File: src/rtl/adder_op_sched.sv
// adder_op_sched: register-mapped scheduler for an external 4-bit adder.
// The host pushes packed operand bytes into an operand queue. A small FSM
// issues one pair at a time to the adder, waits out its latency, then
// captures the sum into a result queue. The host pops results, or reads
// status, through a single-outstanding read channel.
// A result slot is always free at issue time, so a capture can never overflow.

module adder_op_sched #(
    parameter int unsigned OPQ_DEPTH    = 4,
    parameter int unsigned RESQ_DEPTH   = 4,
    parameter int unsigned ADD_LAT      = 1,
    parameter logic [31:0] OP_ADDR      = 32'h0000_0600,
    parameter logic [31:0] STAT_ADDR    = 32'h0000_0604,
    parameter logic [31:0] UNIMPL_VALUE = 32'hDEAD_BEEF
) (
    input  logic        clk_main_a0,
    input  logic        rst_main_n_sync,
    input  logic        wready,
    input  logic [31:0] wr_addr,
    input  logic [31:0] wdata,
    input  logic        arvalid_q,
    input  logic [31:0] araddr_q,
    input  logic        rready,
    output logic        rvalid,
    output logic [31:0] rdata,
    output logic [1:0]  rresp,
    output logic [3:0]  add_in1,
    output logic [3:0]  add_in2,
    input  logic [4:0]  add_out,
    output logic        busy
);

    // Queue geometry. Both depths are powers of two, so the pointers wrap
    // naturally. The counts are 5 bits wide so that a depth of 16 fits.
    localparam int unsigned OPQ_AW  = (OPQ_DEPTH  > 1) ? $clog2(OPQ_DEPTH)  : 1;
    localparam int unsigned RESQ_AW = (RESQ_DEPTH > 1) ? $clog2(RESQ_DEPTH) : 1;
    localparam logic [4:0]  OPQ_FULL_CNT  = 5'(OPQ_DEPTH);
    localparam logic [4:0]  RESQ_FULL_CNT = 5'(RESQ_DEPTH);
    localparam logic [2:0]  LAT_INIT      = 3'(ADD_LAT);

    // Sequencer states.
    localparam logic [1:0] ST_IDLE    = 2'd0;
    localparam logic [1:0] ST_WAIT    = 2'd1;
    localparam logic [1:0] ST_CAPTURE = 2'd2;

    localparam logic [31:0] EMPTY_READ_VALUE = 32'hDEAD_0000;

    // Operand queue
    logic [7:0]          r_opq_mem [OPQ_DEPTH];
    logic [OPQ_AW-1:0]   r_opq_wptr;
    logic [OPQ_AW-1:0]   r_opq_rptr;
    logic [4:0]          r_opq_count;

    // Result queue
    logic [4:0]          r_resq_mem [RESQ_DEPTH];
    logic [RESQ_AW-1:0]  r_resq_wptr;
    logic [RESQ_AW-1:0]  r_resq_rptr;
    logic [4:0]          r_res_count;

    // Sequencer
    logic [1:0]          r_state;
    logic [2:0]          r_lat_cnt;
    logic [3:0]          r_add_in1;
    logic [3:0]          r_add_in2;

    // Sticky flags and the read channel
    logic                r_ovf;
    logic                r_unf;
    logic                r_rvalid;
    logic [31:0]         r_rdata;
    logic [1:0]          r_rresp;

    // Decoded events
    logic                w_op_wr;
    logic                w_opq_full;
    logic                w_opq_empty;
    logic                w_opq_push;
    logic                w_ovf_set;
    logic                w_flag_clr;
    logic                w_issue;
    logic                w_capture;
    logic                w_rd_accept;
    logic                w_rd_op;
    logic                w_res_empty;
    logic                w_res_pop;
    logic                w_unf_set;
    logic                w_busy;
    logic [7:0]          w_opq_head;
    logic [1:0]          w_state_nxt;
    logic [2:0]          w_lat_nxt;
    logic [31:0]         w_rd_data;

    assign w_opq_full  = (r_opq_count == OPQ_FULL_CNT);
    assign w_opq_empty = (r_opq_count == 5'd0);
    assign w_res_empty = (r_res_count == 5'd0);
    assign w_opq_head  = r_opq_mem[r_opq_rptr];

    // An operand write to a full queue is dropped and reported via ovf.
    assign w_op_wr     = wready && (wr_addr == OP_ADDR);
    assign w_opq_push  = w_op_wr && !w_opq_full;
    assign w_ovf_set   = w_op_wr && w_opq_full;
    assign w_flag_clr  = wready && (wr_addr == STAT_ADDR) && wdata[0];

    // Issue only when a result slot is free. Only one op is in flight, and
    // only outside IDLE, so res_count alone decides whether a slot is reserved.
    assign w_issue     = (r_state == ST_IDLE) && !w_opq_empty &&
                         (r_res_count < RESQ_FULL_CNT);
    assign w_capture   = (r_state == ST_CAPTURE);

    // A new read is taken only while no read data is outstanding.
    assign w_rd_accept = arvalid_q && !r_rvalid;
    assign w_rd_op     = w_rd_accept && (araddr_q == OP_ADDR);
    assign w_res_pop   = w_rd_op && !w_res_empty;
    assign w_unf_set   = w_rd_op && w_res_empty;

    assign w_busy      = (r_state != ST_IDLE) || !w_opq_empty;

    // Sequencer next-state and latency-counter logic
    always_comb begin
        w_state_nxt = r_state;
        w_lat_nxt   = r_lat_cnt;
        case (r_state)
            ST_IDLE: begin
                if (w_issue) begin
                    w_state_nxt = ST_WAIT;
                    w_lat_nxt   = LAT_INIT;
                end else begin
                    w_state_nxt = ST_IDLE;
                end
            end
            ST_WAIT: begin
                if (r_lat_cnt == 3'd0) begin
                    w_state_nxt = ST_CAPTURE;
                end else begin
                    w_lat_nxt   = r_lat_cnt - 3'd1;
                end
            end
            ST_CAPTURE: begin
                w_state_nxt = ST_IDLE;
            end
            default: begin
                w_state_nxt = ST_IDLE;
                w_lat_nxt   = 3'd0;
            end
        endcase
    end

    // Read-data selection for a newly accepted read request
    always_comb begin
        w_rd_data = UNIMPL_VALUE;
        if (araddr_q == OP_ADDR) begin
            if (!w_res_empty) begin
                w_rd_data = {27'd0, r_resq_mem[r_resq_rptr]};
            end else begin
                w_rd_data = EMPTY_READ_VALUE;
            end
        end else if (araddr_q == STAT_ADDR) begin
            w_rd_data = {21'd0, r_unf, r_ovf, w_busy,
                         r_res_count[3:0], r_opq_count[3:0]};
        end else begin
            w_rd_data = UNIMPL_VALUE;
        end
    end

    // Sequencer state, latency counter and registered adder operands
    always_ff @(posedge clk_main_a0 or negedge rst_main_n_sync) begin
        if (!rst_main_n_sync) begin
            r_state   <= ST_IDLE;
            r_lat_cnt <= 3'd0;
            r_add_in1 <= 4'd0;
            r_add_in2 <= 4'd0;
        end else begin
            r_state   <= w_state_nxt;
            r_lat_cnt <= w_lat_nxt;
            if (w_issue) begin
                r_add_in1 <= w_opq_head[3:0];
                r_add_in2 <= w_opq_head[7:4];
            end
        end
    end

    // Operand queue data storage (contents are meaningless while empty)
    always_ff @(posedge clk_main_a0) begin
        if (w_opq_push) begin
            r_opq_mem[r_opq_wptr] <= wdata[7:0];
        end
    end

    // Operand queue pointers and occupancy
    always_ff @(posedge clk_main_a0 or negedge rst_main_n_sync) begin
        if (!rst_main_n_sync) begin
            r_opq_wptr  <= '0;
            r_opq_rptr  <= '0;
            r_opq_count <= 5'd0;
        end else begin
            if (w_opq_push) begin
                r_opq_wptr <= r_opq_wptr + 1'b1;
            end
            if (w_issue) begin
                r_opq_rptr <= r_opq_rptr + 1'b1;
            end
            case ({w_opq_push, w_issue})
                2'b10:   r_opq_count <= r_opq_count + 5'd1;
                2'b01:   r_opq_count <= r_opq_count - 5'd1;
                default: r_opq_count <= r_opq_count;
            endcase
        end
    end

    // Result queue data storage; the capture always has a reserved slot
    always_ff @(posedge clk_main_a0) begin
        if (w_capture) begin
            r_resq_mem[r_resq_wptr] <= add_out;
        end
    end

    // Result queue pointers and occupancy
    always_ff @(posedge clk_main_a0 or negedge rst_main_n_sync) begin
        if (!rst_main_n_sync) begin
            r_resq_wptr <= '0;
            r_resq_rptr <= '0;
            r_res_count <= 5'd0;
        end else begin
            if (w_capture) begin
                r_resq_wptr <= r_resq_wptr + 1'b1;
            end
            if (w_res_pop) begin
                r_resq_rptr <= r_resq_rptr + 1'b1;
            end
            case ({w_capture, w_res_pop})
                2'b10:   r_res_count <= r_res_count + 5'd1;
                2'b01:   r_res_count <= r_res_count - 5'd1;
                default: r_res_count <= r_res_count;
            endcase
        end
    end

    // Sticky overflow/underflow flags; a same-cycle set beats a clear
    always_ff @(posedge clk_main_a0 or negedge rst_main_n_sync) begin
        if (!rst_main_n_sync) begin
            r_ovf <= 1'b0;
            r_unf <= 1'b0;
        end else begin
            if (w_ovf_set) begin
                r_ovf <= 1'b1;
            end else if (w_flag_clr) begin
                r_ovf <= 1'b0;
            end
            if (w_unf_set) begin
                r_unf <= 1'b1;
            end else if (w_flag_clr) begin
                r_unf <= 1'b0;
            end
        end
    end

    // Read channel: capture one response, hold it until the host accepts it
    always_ff @(posedge clk_main_a0 or negedge rst_main_n_sync) begin
        if (!rst_main_n_sync) begin
            r_rvalid <= 1'b0;
            r_rdata  <= 32'd0;
            r_rresp  <= 2'b00;
        end else if (w_rd_accept) begin
            r_rvalid <= 1'b1;
            r_rdata  <= w_rd_data;
            r_rresp  <= 2'b00;
        end else if (r_rvalid && rready) begin
            r_rvalid <= 1'b0;
            r_rdata  <= 32'd0;
        end
    end

    assign rvalid  = r_rvalid;
    assign rdata   = r_rdata;
    assign rresp   = r_rresp;
    assign add_in1 = r_add_in1;
    assign add_in2 = r_add_in2;
    assign busy    = w_busy;

endmodule
File: config.mk
export PLATFORM = sky130hd
export DESIGN_NAME = adder_op_sched
export DESIGN_NICKNAME = d
export VERILOG_FILES = /design/src/rtl/adder_op_sched.sv
export SDC_FILE = /design/constraint.sdc
export NUM_CORES = 1
export LEC_CHECK = 0
export BUFFER_PORTS_ARGS = -buffer_cell sky130_fd_sc_hd__buf_2
export CAP_MARGIN = 10
export CORE_MARGIN = 1.5
export CORE_UTILIZATION = 44
export CTS_CLUSTER_SIZE = 40
export DETAILED_ROUTE_END_ITERATION = 12
export GPL_TIMING_DRIVEN = 0
export MAX_ROUTING_LAYER = met4
export PLACE_DENSITY = 0.7
export SYNTH_ARGS = -nofsm -noshare
export SYNTH_HDL_FRONTEND = slang
export SYNTH_SLANG_ARGS = --single-unit
File: constraint.sdc
create_clock -name clk_main_a0 -period 3.8 [get_ports clk_main_a0]
set_input_delay 0.76 -clock clk_main_a0 [delete_from_list [all_inputs] [get_ports clk_main_a0]]
set_output_delay 0.76 -clock clk_main_a0 [all_outputs]
set_load 0.005 [all_outputs]
==> metrics.csv <==
metric,value,unit
CP arrival,3.62,ns
post-synthesis cell type count,54,
Crit Path Max Fanout,8,
average size of a mapped cell,13.5,um2
max_slew headroom,61.6,%
Crit path buffers/inverters,3,
die height,107,um
Worst R2R End,r_opq_count[4],
CTS tree,built,
Die Area,11500,um2
CTS buffer count,9,
met1 usage,22.2,%
Top delay family on crit path,simple AND/OR/NAND/NOR gates,
DR WL/cell,14.5,um
status,finished clean,
Synth Warn #,0,
clock buffer depth,2,
Post-CTS Hold Buffers,0,
clock skew,0.00716,ns
"commonest non-fill, non-tap cells in the layout","buf_2, edfxtp_1, dfrtp_1, buf_4, o21ai_0",
Post-synth EDFFs,52,
GRT Util Overall,17.0,%
nets@finish,614,
clock latency on the worst-skew pair,0.36,ns
Critical R2R Launch,r_state[0],
DRC,0,
CP Capture Point,r_opq_count[4],
Setup Buffers After CTS,0,
max-cap violation count,0,
met2 usage,27.1,%
fmax,0.297,GHz
Port Buf Inserts,117,
initial drt markers,195,
critical path class,input pin to flip-flop,
Setup crit end kind,flip-flop,
critical path startpoint,wr_addr[24],
gp weighted congestion,0.859,
largest net degree at the start of global routing,48,
"Cell Chain, Critical Path","buf_2, nor4b_1, nand4_1, nor4b_4, inv_1, ha_1, clkbuf_1, xor2_1, ha_1, o211a_1, o31ai_1, a31oi_1, xor2_1",
final hold vios,0,
"Async S/R FF share, synth",47.5,%
Initial Utilization,45.8,%
vias in the first global route,3127,
Syn Inst Count,354,
first-pass GRT wire length,14700,um
largest stage delay on the critical path,0.48,ns
CTS Root Buffer Type,clkbuf_8,
RSZ-0062 raised after global routing,false,
pre-CTS setup slack,0.0909,ns
Power Density,357,nW/um2
mapped cell area,4770,um2
Die W,107,um
Clock transition at path regs,0.09,ns
via/cell ratio,5.06,
fin crit share,88.7,%
# clock sinks,99,
core area,10400,um2
detailed placer's ending HPWL,6760,um
fill cell count,918,
Setup-failing EPs final,0,
Antenna Cells,0,
critical path depth,13,
CTS H-tree lvls,3,
"antenna viol nets, final",0,
total number of vias,3191,
area grow syn2layout,20.9,%
"setup slack, reg-to-reg",0.44,ns
GRT overflow,0,
antenna violations before repair,0,
Register-to-Register Path Depth,11,
Setup TNS,0,ns
busiest layer in global routing,met2,
"FF+latch count, synth",99,
# rows,37,
post-CTS resize count,0,
CP max-delay cell,nor4b_4,
HP Class,input pin to asynchronous set/reset pin,
share of cells above drive strength 1,38.2,%
DR pass1 iterations,4,
"most common cell after layout, fill and taps aside",buf_2,
startpoint types,input pin,
Leak,2.57,nW
dominant synthesized flop cell,edfxtp_1,
VDD IR max,0.000204,V
worst-margin pin slew,0.576,ns
"Slew Viols, Final",0,
sequential element share of the synthesized area,57.4,%
final worst slack,0.428,ns
Final Critical Period,3.37,ns
met3 Usage GRT,3.22,%
Detailed Route WL,9160,um
# IOs,150,
worst endpoint required time,4.05,ns
-- sequential cells by signal, indices dropped and copies added (netlist names), 3 cells and up --
| name | count |
|---|---|
| r_opq_mem | 32 |
| r_resq_mem | 20 |
| rdata | 13 |
| r_opq_count | 5 |
| r_res_count | 5 |
| add_in1 | 4 |
| add_in2 | 4 |
| r_lat_cnt | 3 |
-- cells in the mapped netlist (2+ instances only) --
library cell / count / area (um2)
a211oi_1: 10 / 75.1
a21oi_1: 9 / 45.0
a22o_1: 2 / 17.5
a311oi_1: 2 / 17.5
a31oi_1: 2 / 12.5
a32o_1: 2 / 20.0
a32oi_1: 6 / 52.6
and2_1: 10 / 62.6
and3b_1: 2 / 17.5
buf_2: 3 / 15.0
buf_4: 22 / 165
clkbuf_1: 15 / 56.3
dfrtp_1: 47 / 1180
edfxtp_1: 52 / 1560
ha_1: 18 / 225
inv_1: 11 / 41.3
mux2_2: 8 / 90.1
mux2_4: 3 / 45.0
mux4_2: 13 / 293
nand2_1: 11 / 41.3
nand2b_1: 6 / 37.5
nand4_1: 4 / 25.0
nor2_1: 11 / 41.3
nor2b_1: 4 / 25.0
nor3_1: 4 / 20.0
nor4_1: 13 / 81.3
nor4b_1: 3 / 26.3
o211a_1: 2 / 20.0
o21ai_0: 19 / 95.1
o31ai_1: 2 / 15.0
or4_4: 2 / 22.5
xnor2_1: 4 / 35.0
xor2_1: 11 / 96.3
-- routing by layer --
metal	wire, um	part of all wire, %	vias to the layer above
met5	0	0	-
met3	437	4.8	10
met4	110	1.2	0
met1	4100	45	1519
li1	-	-	1566
met2	4510	49	96
-- where the power goes --
part           internal (mW)  switching [mW]  leakage (nW)  total (mW)
clock network          0.305           0.355        0.0866       0.660
registers               1.16          0.0239          1.09        1.18
logic                  0.124          0.0918          1.39       0.216
total                   1.58           0.471          2.57        2.06
-- per-stage QoR --
step                cells  instance area [um2]  utilization, %  hold WS, ns  power, mW
floorplan             361                 4790               -        0.443       1.29
global placement      614                 5550            53.3        0.462       1.41
detailed placement    614                 5550            53.3        0.466       1.42
CTS                   630                 5740            55.1        0.486       2.07
global route          631                 5760            55.3        0.407       2.15
finish                631                 5760            55.3        0.385       2.06
-- final cells by class --
class	instances	area (um2)	area share [%]
repair buffers	118	606	10.5
clock buffers	10	128	2.21
well taps	136	170	2.95
plain buffers	42	251	4.36
flip-flops and latches	99	2740	47.5
inverters	11	41.3	0.716
multi-input cells	209	1760	30.6
clock inverters	6	65.1	1.13
-- cells by family (layout without fill, tap and decap cells) --
| logic type | Yosys count | after routing | synth area share (%) |
|---|---|---|---|
| and+or+nand+nor | 79 | 79 | 10.2 |
| adders and majority gates | 18 | 18 | 4.72 |
| muxes | 25 | 25 | 9.18 |
| DFF | 99 | 99 | 57.4 |
| buffers and inverters | 53 | 187 | 6.14 |
| other | 1 | 8 | 0.0786 |
| xor gates and xnor gates | 16 | 16 | 3.10 |
| AOI/OAI and AO/OA | 63 | 63 | 9.18 |
-- worst reg2reg max path, stage by stage, from the launching register on --
cell,delay (ns)
dfrtp_1,0.47
or4_4,0.52
a211oi_4,0.42
buf_6,0.23
ha_1,0.19
clkbuf_1,0.31
xor2_1,0.14
ha_1,0.24
o211a_1,0.24
o31ai_1,0.23
a31oi_1,0.09
xor2_1,0.16
-- how the worst min path moves through the flow --
stage | depth (start not counted) | end | from
2_1_floorplan | 1 | r_opq_count[4] | r_opq_count[4]
3_3_place_gp | 1 | r_opq_count[4] | r_opq_count[4]
3_5_place_dp | 1 | r_opq_count[4] | r_opq_count[4]
4_1_cts | 1 | r_opq_count[4] | r_opq_count[4]
5_1_grt | 1 | rdata[15] | rst_main_n_sync
6_report | 1 | rdata[30] | rst_main_n_sync
Note: power is estimated with default switching activity, not from simulation.
